### config.mk
export PLATFORM = sky130hd
export DESIGN_NAME = booth_mul_arbiter
export DESIGN_NICKNAME = d
export VERILOG_FILES = /design/src/rtl/booth_mul_arbiter.sv
export SDC_FILE = /design/constraint.sdc
export NUM_CORES = 1
export LEC_CHECK = 0
export ABC_CLOCK_PERIOD_IN_PS = 4660
export BUFFER_PORTS_ARGS = -buffer_cell sky130_fd_sc_hd__buf_2
export CAP_MARGIN = 20
export CELL_PAD_IN_SITES_DETAIL_PLACEMENT = 1
export CELL_PAD_IN_SITES_GLOBAL_PLACEMENT = 1
export CORE_MARGIN = 8
export CORE_UTILIZATION = 37
export CTS_BUF_LIST = sky130_fd_sc_hd__clkbuf_4
export DETAILED_ROUTE_END_ITERATION = 10
export PLACE_DENSITY = 0.87
export SETUP_SLACK_MARGIN = 0.15
export SLEW_MARGIN = 20
export SYNTH_ARGS = -nofsm -noshare
export SYNTH_HDL_FRONTEND = slang
export SYNTH_SLANG_ARGS = --single-unit
### constraint.sdc
create_clock -name clk -period 4.66 [get_ports clk]
set_clock_uncertainty 0.1 [all_clocks]
set_input_delay 0.466 -clock clk [delete_from_list [all_inputs] [get_ports clk]]
set_output_delay 0.466 -clock clk [all_outputs]
set_load 0.01 [all_outputs]
### src/rtl/booth_mul_arbiter.sv
// Round-robin front end that time-shares one external combinational booth multiplier
// among NUM_REQ valid/ready requesters and returns tagged products on one response channel.
module booth_mul_arbiter #(
  parameter int NUM_REQ = 4,
  parameter int ID_W    = 2
) (
  input  logic                   clk,
  input  logic                   rst_n,
  input  logic [NUM_REQ-1:0]     req_valid,
  input  logic [8*NUM_REQ-1:0]   req_a,
  input  logic [8*NUM_REQ-1:0]   req_b,
  output logic [NUM_REQ-1:0]     req_ready,
  output logic [7:0]             mul_a,
  output logic [7:0]             mul_b,
  input  logic [15:0]            mul_c,
  output logic                   rsp_valid,
  input  logic                   rsp_ready,
  output logic [ID_W-1:0]        rsp_id,
  output logic [15:0]            rsp_c,
  output logic                   busy
);

  typedef enum logic [1:0] {IDLE, ISSUE, RESP} state_t;

  typedef struct packed {
    logic [ID_W-1:0] id;
    logic [15:0]     c;
  } rsp_t;

  state_t                      state;
  rsp_t                        rsp_q;
  logic [ID_W-1:0]             rr_ptr;
  logic [ID_W-1:0]             grant_id;
  logic [ID_W-1:0]             gnt_id;
  logic [ID_W-1:0]             idx;
  logic                        gnt_hit;
  logic [NUM_REQ-1:0][7:0]     a_v;
  logic [NUM_REQ-1:0][7:0]     b_v;

  assign a_v = req_a;
  assign b_v = req_b;

  // Search starts one past the last winner and wraps, so the last winner has lowest priority.
  always_comb begin
    gnt_hit = 1'b0;
    gnt_id  = '0;
    idx     = rr_ptr;
    for (int k = 0; k < NUM_REQ; k++) begin
      idx = (idx == ID_W'(NUM_REQ-1)) ? '0 : idx + 1'b1;
      if (!gnt_hit && req_valid[idx]) begin
        gnt_hit = 1'b1;
        gnt_id  = idx;
      end
    end
  end

  assign req_ready = (state == IDLE && gnt_hit) ? (NUM_REQ'(1) << gnt_id) : '0;
  assign busy      = (state != IDLE);
  assign rsp_id    = rsp_q.id;
  assign rsp_c     = rsp_q.c;

  always_ff @(posedge clk or negedge rst_n) begin
    if (!rst_n) begin
      state     <= IDLE;
      mul_a     <= '0;
      mul_b     <= '0;
      grant_id  <= '0;
      rr_ptr    <= ID_W'(NUM_REQ-1);
      rsp_q     <= '0;
      rsp_valid <= 1'b0;
    end else begin
      case (state)
        IDLE: if (gnt_hit) begin
          mul_a    <= a_v[gnt_id];
          mul_b    <= b_v[gnt_id];
          grant_id <= gnt_id;
          rr_ptr   <= gnt_id;
          state    <= ISSUE;
        end
        // Operands have been stable for the whole cycle; product is settled at this edge.
        ISSUE: begin
          rsp_q.c   <= mul_c;
          rsp_q.id  <= grant_id;
          rsp_valid <= 1'b1;
          state     <= RESP;
        end
        RESP: if (rsp_ready) begin
          rsp_valid <= 1'b0;
          state     <= IDLE;
        end
        default: state <= IDLE;
      endcase
    end
  end

endmodule

==> flow_summary.json, run 1 <==
{
  "r2r_start": "rr_ptr[0]",
  "clk_pin_slew_ps": 130,
  "period_share": 0.8279,
  "setup_viol": 0,
  "reg2reg_to": "mul_b[5]",
  "synth.yosys.warnings": 0,
  "cts_tree": "built",
  "fin_area_um2": 3074,
  "fmax_mhz": 259.2,
  "powerDensity_nw_per_um2": 698.8,
  "synth_common_cells": "39 x dfrtp_1, 20 x nand2_1, 17 x mux2i_1, 17 x nand3_1",
  "synth_cell_types": 38,
  "cp.required_ps": 4090,
  "ios": 127,
  "finalHoldViolCount": 0,
  "startpoint": "rr_ptr[0]",
  "regToRegSetupSlack_ps": 1480,
  "cts_max_level": 2,
  "drtIter0Drc": 86,
  "routed_via_density": 5.227,
  "relSlewSlack": 0.3688,
  "cts_root_buf": "clkbuf_4",
  "grt_pass1_vias": 2406,
  "postSynthAreaPerCell_um2": 10.71,
  "synth_edf_count": 0,
  "worstPathCellList": "ha_1, mux2_1, o21ai_1, o2111a_1, nand2_8, and2_1, buf_2",
  "yosysSeqAreaShare": 0.4308,
  "drive_above_1_share": 0.4956,
  "dp_hpwl_um": 6348,
  "rows": 29,
  "area_growth_pct": 28.77,
  "netlist_instances": 223,
  "ys.flop_type": "dfrtp_1",
  "dr.pass1.iters": 4,
  "dieWidth_um": 96.33,
  "grt_start_max_net_pins": 42,
  "synth_top_cell_by_area": "dfrtp_1",
  "critPathMaxStageDelay_ps": 740,
  "min_period_ps": 3858,
  "crit_type": "reg -> out",
  "postCtsHoldBufs": 0,
  "clkLatencyLatePin_ps": 350,
  "setup-tns-final_ps": 0,
  "place_area_um2": 3009,
  "critPathLaunchType": "register",
  "clkSinkCount": 41,
  "vias": 2206,
  "cp.arrival_ps": 3290,
  "synth_area_um2": 2387,
  "avgRoutedWirePerCell_um": 18.99,
  "drv_cap": 0,
  "grt_antenna_before_repair": 1,
  "worst_pin_slew_ps": 946.9,
  "drt-total-wl_um": 8013,
  "ir_worst_vdd_mv": 0.2927,
  "cp_max_fo": 20,
  "grt-ovfl-total": 0,
  "grtUsageTotal": 0.1733,
  "io_buffers": 126,
  "synth_top_area_share": 0.4088,
  "rsz0062_at_grt": "false",
  "ant_nets": 0,
  "crit_path_top_delay_cell": "o2111a_1",
  "fill_cells": 781,
  "place_congestion": 0.8235,
  "hp-class": "in -> async",
  "synth-async-reset-ratio": 1.000,
  "finalNetCount": 430,
  "clock_tree.buffer_depth": 2,
  "die_h_um": 96.33,
  "reg2reg_depth": 7,
  "yosys-top-cells-area": "dfrtp_1 41%, mux2i_1 7.1%, a21bo_2 6.7%",
  "cts_resized": 0,
  "ys_seq_elements": 41,
  "synthMostInstantiatedCell": "dfrtp_1",
  "cp_top_family": "compound AO/OA/AOI/OAI gates",
  "p_total_uw": 2148,
  "drv_slew": 0,
  "post-cts-setup-buffer-count": 0,
  "setup.worst_path.end_class": "output port",
  "status": "complete, no violations",
  "cts_inserted_buffers": 5,
  "core-area_um2": 6314,
  "path_buf_inv": 1,
  "syn-num-nets": 311,
  "leakage_uw": 0.001498,
  "drc": 0,
  "initial_core_util": 0.3781,
  "dieArea_um2": 9279,
  "grt_first_pass_wirelength_um": 12370
}
-- flip-flops by register name, indices dropped and copies added, names as in the netlist --
name,flops
rsp_c,16
mul_a,8
rsp_valid,1
state,2
mul_b,8
rsp_id,2
grant_id,2
rr_ptr,2
-- final cells by class --
class                      instances  area (µm²)  area share
clock buffer                       6       45.04     0.01465
timing repair buffer             128       645.6      0.2100
multi-input combinational        164        1231      0.4005
sequential                        41        1028      0.3346
tap                               77       96.34     0.03134
clock inverter                     2       15.01    0.004884
inverter                           2       7.507    0.002442
antenna                            2       5.005    0.001628
-- cells in the final DEF, fill, tap and decap left out, drive strengths merged --
cell type / instances
diode: 2
o22a: 1
clkinvlp: 2
o21a: 3
mux2i: 17
inv: 2
ha: 1
a21oi: 3
nand2: 21
o21ai: 19
a21bo: 16
mux4: 1
dfrtp: 39
clkbuf: 6
o31a: 2
nor2: 8
o2111ai: 1
nor3b: 1
o2111a: 1
nor3: 1
nand2b: 5
mux2: 19
nor2b: 3
o31ai: 1
nand3: 17
dfstp: 2
a21o: 1
and2: 4
buf: 128
o211ai: 16
or2: 2
-- metal layers --
layer	wire [µm]	track usage
met2	4490	0.3031
met4	167	0.07314
met3	332	0.03666
met5	0	0
met1	3023	0.2003
-- worst max-delay path by stage --
stage	to	slack (ps)	depth (start not counted)
after floorplan	req_ready[2]	2040	9
after global placement	req_ready[2]	1290	7
after detailed placement	req_ready[2]	1190	7
after CTS	req_ready[2]	790	7
after global routing	req_ready[2]	660	7
final	req_ready[2]	800	7
-- power breakdown --
part / internal (µW) / switching [µW] / leakage (µW)
clock network: 64.9 / 124 / 0.0000279
registers: 546 / 103 / 0.000489
logic: 581 / 729 / 0.000981
-- per-stage QoR --
stage          setup WS [ps]  hold WS (ps)  std cells  utilization
2_1_floorplan           2039         70.41        223            -
5_1_grt                656.2         201.5        422       0.4869
3_5_place_dp            1193         371.4        412       0.4766
4_1_cts                787.0         168.0        420       0.4861
3_3_place_gp            1294         361.8        412       0.4766
6_report               801.8         145.3        422       0.4869
-- worst reg2reg max path, cell delays in order (launching register included) --
cell	delay [ps]
dfstp_2	680
ha_1	340
mux2_1	340
o21ai_1	210
o2111a_1	740
nand2_8	250
mux2i_1	290
o211ai_1	110
-- kinds of logic after synthesis --
kind of cell,count (synthesis),synth area share
AOI/OAI and AO/OA,64,0.2070
and+or+nand+nor,62,0.1331
DFF,41,0.4308
muxes,37,0.1703
buffers and inverters,18,0.05345
adders and majority gates,1,0.005240
No activity file was read; power rests on OpenSTA's default activity.
==> run 2, diff against run 1 <==
--- a/config.mk
+++ b/config.mk
@@ -5,16 +5,17 @@
 export SDC_FILE = /design/constraint.sdc
 export NUM_CORES = 1
 export LEC_CHECK = 0
-export ABC_CLOCK_PERIOD_IN_PS = 4660
+export ABC_AREA = 1
+export ABC_CLOCK_PERIOD_IN_PS = 4000
 export BUFFER_PORTS_ARGS = -buffer_cell sky130_fd_sc_hd__buf_2
 export CAP_MARGIN = 20
 export CELL_PAD_IN_SITES_DETAIL_PLACEMENT = 1
 export CELL_PAD_IN_SITES_GLOBAL_PLACEMENT = 1
 export CORE_MARGIN = 8
-export CORE_UTILIZATION = 37
+export CORE_UTILIZATION = 32
 export CTS_BUF_LIST = sky130_fd_sc_hd__clkbuf_4
 export DETAILED_ROUTE_END_ITERATION = 10
-export PLACE_DENSITY = 0.87
+export PLACE_DENSITY = 0.81
 export SETUP_SLACK_MARGIN = 0.15
 export SLEW_MARGIN = 20
 export SYNTH_ARGS = -nofsm -noshare
==> constraint.sdc (replaced) <==
create_clock -name clk -period 4 [get_ports clk]
set_clock_uncertainty 0.1 [all_clocks]
set_input_delay 0.4 -clock clk [delete_from_list [all_inputs] [get_ports clk]]
set_output_delay 0.4 -clock clk [all_outputs]
set_load 0.01 [all_outputs]
==> flow_summary.json, run 2 <==
{
  "period_share": 0.8806,
  "clk_pin_slew_ps": 120,
  "drive_above_1_share": 0.3013,
  "postCtsHoldBufs": 0,
  "grt_antenna_before_repair": 0,
  "ios": 127,
  "grt-ovfl-total": 0,
  "drv_slew": 0,
  "initial_core_util": 0.3272,
  "setup_ws_ps": 477.6,
  "fill_cells": 1133,
  "leakage_uw": 0.002166,
  "crit_path_top_delay_cell": "dfstp_2",
  "relSlewSlack": 0.3813,
  "setup.worst_path.end_class": "output port",
  "grt_start_max_net_pins": 42,
  "path_depth": 11,
  "critPathLaunchType": "register",
  "routed_via_density": 4.599,
  "setup_viol": 0,
  "syn-num-nets": 496,
  "cp_max_fo": 34,
  "clock_tree.buffer_depth": 2,
  "min_period_ps": 3522,
  "area_growth_pct": 29.67,
  "dp_hpwl_um": 7153,
  "drv_cap": 0,
  "dieWidth_um": 107.2,
  "synth_edf_count": 0,
  "avgRoutedWirePerCell_um": 13.81,
  "post-place-ws_ps": 704.7,
  "clkSinkCount": 41,
  "dieArea_um2": 11490,
  "drt-total-wl_um": 8784,
  "place_congestion": 0.8491,
  "cp.arrival_ps": 3020,
  "critPathMaxStageDelay_ps": 680,
  "vias": 2925,
  "path_buf_inv": 2,
  "finalHoldViolCount": 0,
  "yosysSeqAreaShare": 0.3865,
  "post-cts-setup-buffer-count": 0,
  "p_total_uw": 3560,
  "worst_pin_slew_ps": 928.1,
  "final_cell_mix": "160 x nand2_1, 126 x buf_2, 79 x nand3_1, 71 x inv_1, 39 x dfrtp_1",
  "rsz0062_at_grt": "false",
  "synth_cell_types": 27,
  "grt_pass1_vias": 3104,
  "p_int_uw": 1603,
  "powerDensity_nw_per_um2": 1032,
  "p_sw_uw": 1957,
  "worstPathCellList": "ha_1, inv_2, o21ai_2, nand3_1, nand2_1, nor2_2, nand4_4, nand2_8, nand2_1, nor2_1, buf_2",
  "yosys-top-cells-area": "dfrtp_1 37%, nand2_1 23%, nand3_1 15%",
  "synth_area_um2": 2661,
  "core-area_um2": 8134,
  "crit_type": "reg -> out",
  "cp.required_ps": 3500,
  "setup-tns-final_ps": 0,
  "crit_path_frequent_cell": "nand2_1",
  "die_h_um": 107.2,
  "status": "complete, no violations",
  "rows": 33,
  "clkPwrFrac": 0.077,
  "synth_top_cell_by_area": "dfrtp_1",
  "switching_share": 0.5497,
  "ir_worst_vdd_mv": 0.3884,
  "fmax_mhz": 283.9,
  "timing.hold.ws_ps": 88.24,
  "drtIter0Drc": 87,
  "seq_power_share": 0.217,
  "synth_top_area_share": 0.3667,
  "synthMostInstantiatedCell": "nand2_1",
  "grtUsageTotal": 0.1553,
  "ys.flop_type": "dfrtp_1",
  "largest_reg_flops": 16,
  "cts_root_buf": "clkbuf_4",
  "synth-async-reset-ratio": 1.000,
  "cp_top_family": "simple AND/OR/NAND/NOR gates",
  "cts_inserted_buffers": 5,
  "final_common_cell": "nand2_1",
  "ant_nets": 0,
  "cts_max_level": 2,
  "pwr-share-comb": 0.706,
  "clkLatencyLatePin_ps": 340,
  "antenna_cells": 0,
  "finalNetCount": 618,
  "regToRegSetupSlack_ps": 1080,
  "reg2reg_depth": 12,
  "io_buffers": 126,
  "hp-class": "in -> async",
  "netlist_instances": 408,
  "dr.pass1.iters": 4,
  "seqCellArea_um2": 1028,
  "multiInputGateArea_um2": 1286,
  "drc": 0,
  "synth.yosys.warnings": 0,
  "grt_first_pass_wirelength_um": 14840,
  "cts_tree": "built",
  "synth_common_cells": "160 x nand2_1, 79 x nand3_1, 71 x inv_1",
  "ys_seq_elements": 41,
  "postSynthAreaPerCell_um2": 6.523
}
## run 2: repair_timing
item | 4_1_cts | 5_1_grt
endpoints found under the setup margin | 0 | 3
resized for setup | 0 | 2
hold endpoints to repair | 0 | 0
## run 2: metrics by stage
stage	util	cells	instance area [µm²]
after global placement	0.4129	628	3358
final	0.4242	636	3451
after detailed placement	0.4129	628	3358
after CTS	0.4226	636	3437
after floorplan	-	408	2661
after global routing	0.4242	636	3451
## run 2: final cells by class
class / count / area share
Clock buffer: 6 / 0.01305
Clock inverter: 2 / 0.009790
Inverter: 76 / 0.08339
Multi-Input combinational cell: 279 / 0.3727
Sequential cell: 41 / 0.2980
Tap cell: 105 / 0.03807
Timing Repair Buffer: 127 / 0.1849
## run 2: kinds of logic after synthesis
group | count (synthesis) | share of synthesized area
AO/OA/AOI/OAI | 9 | 0.01833
buffers and inverters | 88 | 0.1354
AND/OR/NAND/NOR | 269 | 0.4551
flip-flops | 41 | 0.3865
adder cells (fa/ha/maj) | 1 | 0.004701
## run 2: worst paths after layout
| path | startpoint | to |
|---|---|---|
| worst max register to register | rr_ptr[0] | mul_b[3] |
| worst max-delay path | rr_ptr[0] | req_ready[1] |
| max in group asynchronous | rst_n | grant_id[0] |
| min in group clk | mul_c[13] | rsp_c[13] |
| worst min register to register | rsp_c[1] | rsp_c[1] |
| worst min-delay path | rst_n | rsp_c[0] |
## run 2: metal layers
metal / vias to the layer above / global-route usage / routed length (µm)
met4: 0 / 0.02312 / 65
met3: 6 / 0.04439 / 510
met5: - / 0 / 0
li1: 1485 / - / -
met2: 82 / 0.2604 / 4159
met1: 1352 / 0.1961 / 4048
## run 2: power by group through the flow
stage	clock network [µW]	logic, µW	registers, µW
finish	275	2510	773
global route	299	2890	803
CTS	285	2540	775
detailed placement	0	2530	781
global placement	0	2460	778
floorplan	0	1820	829
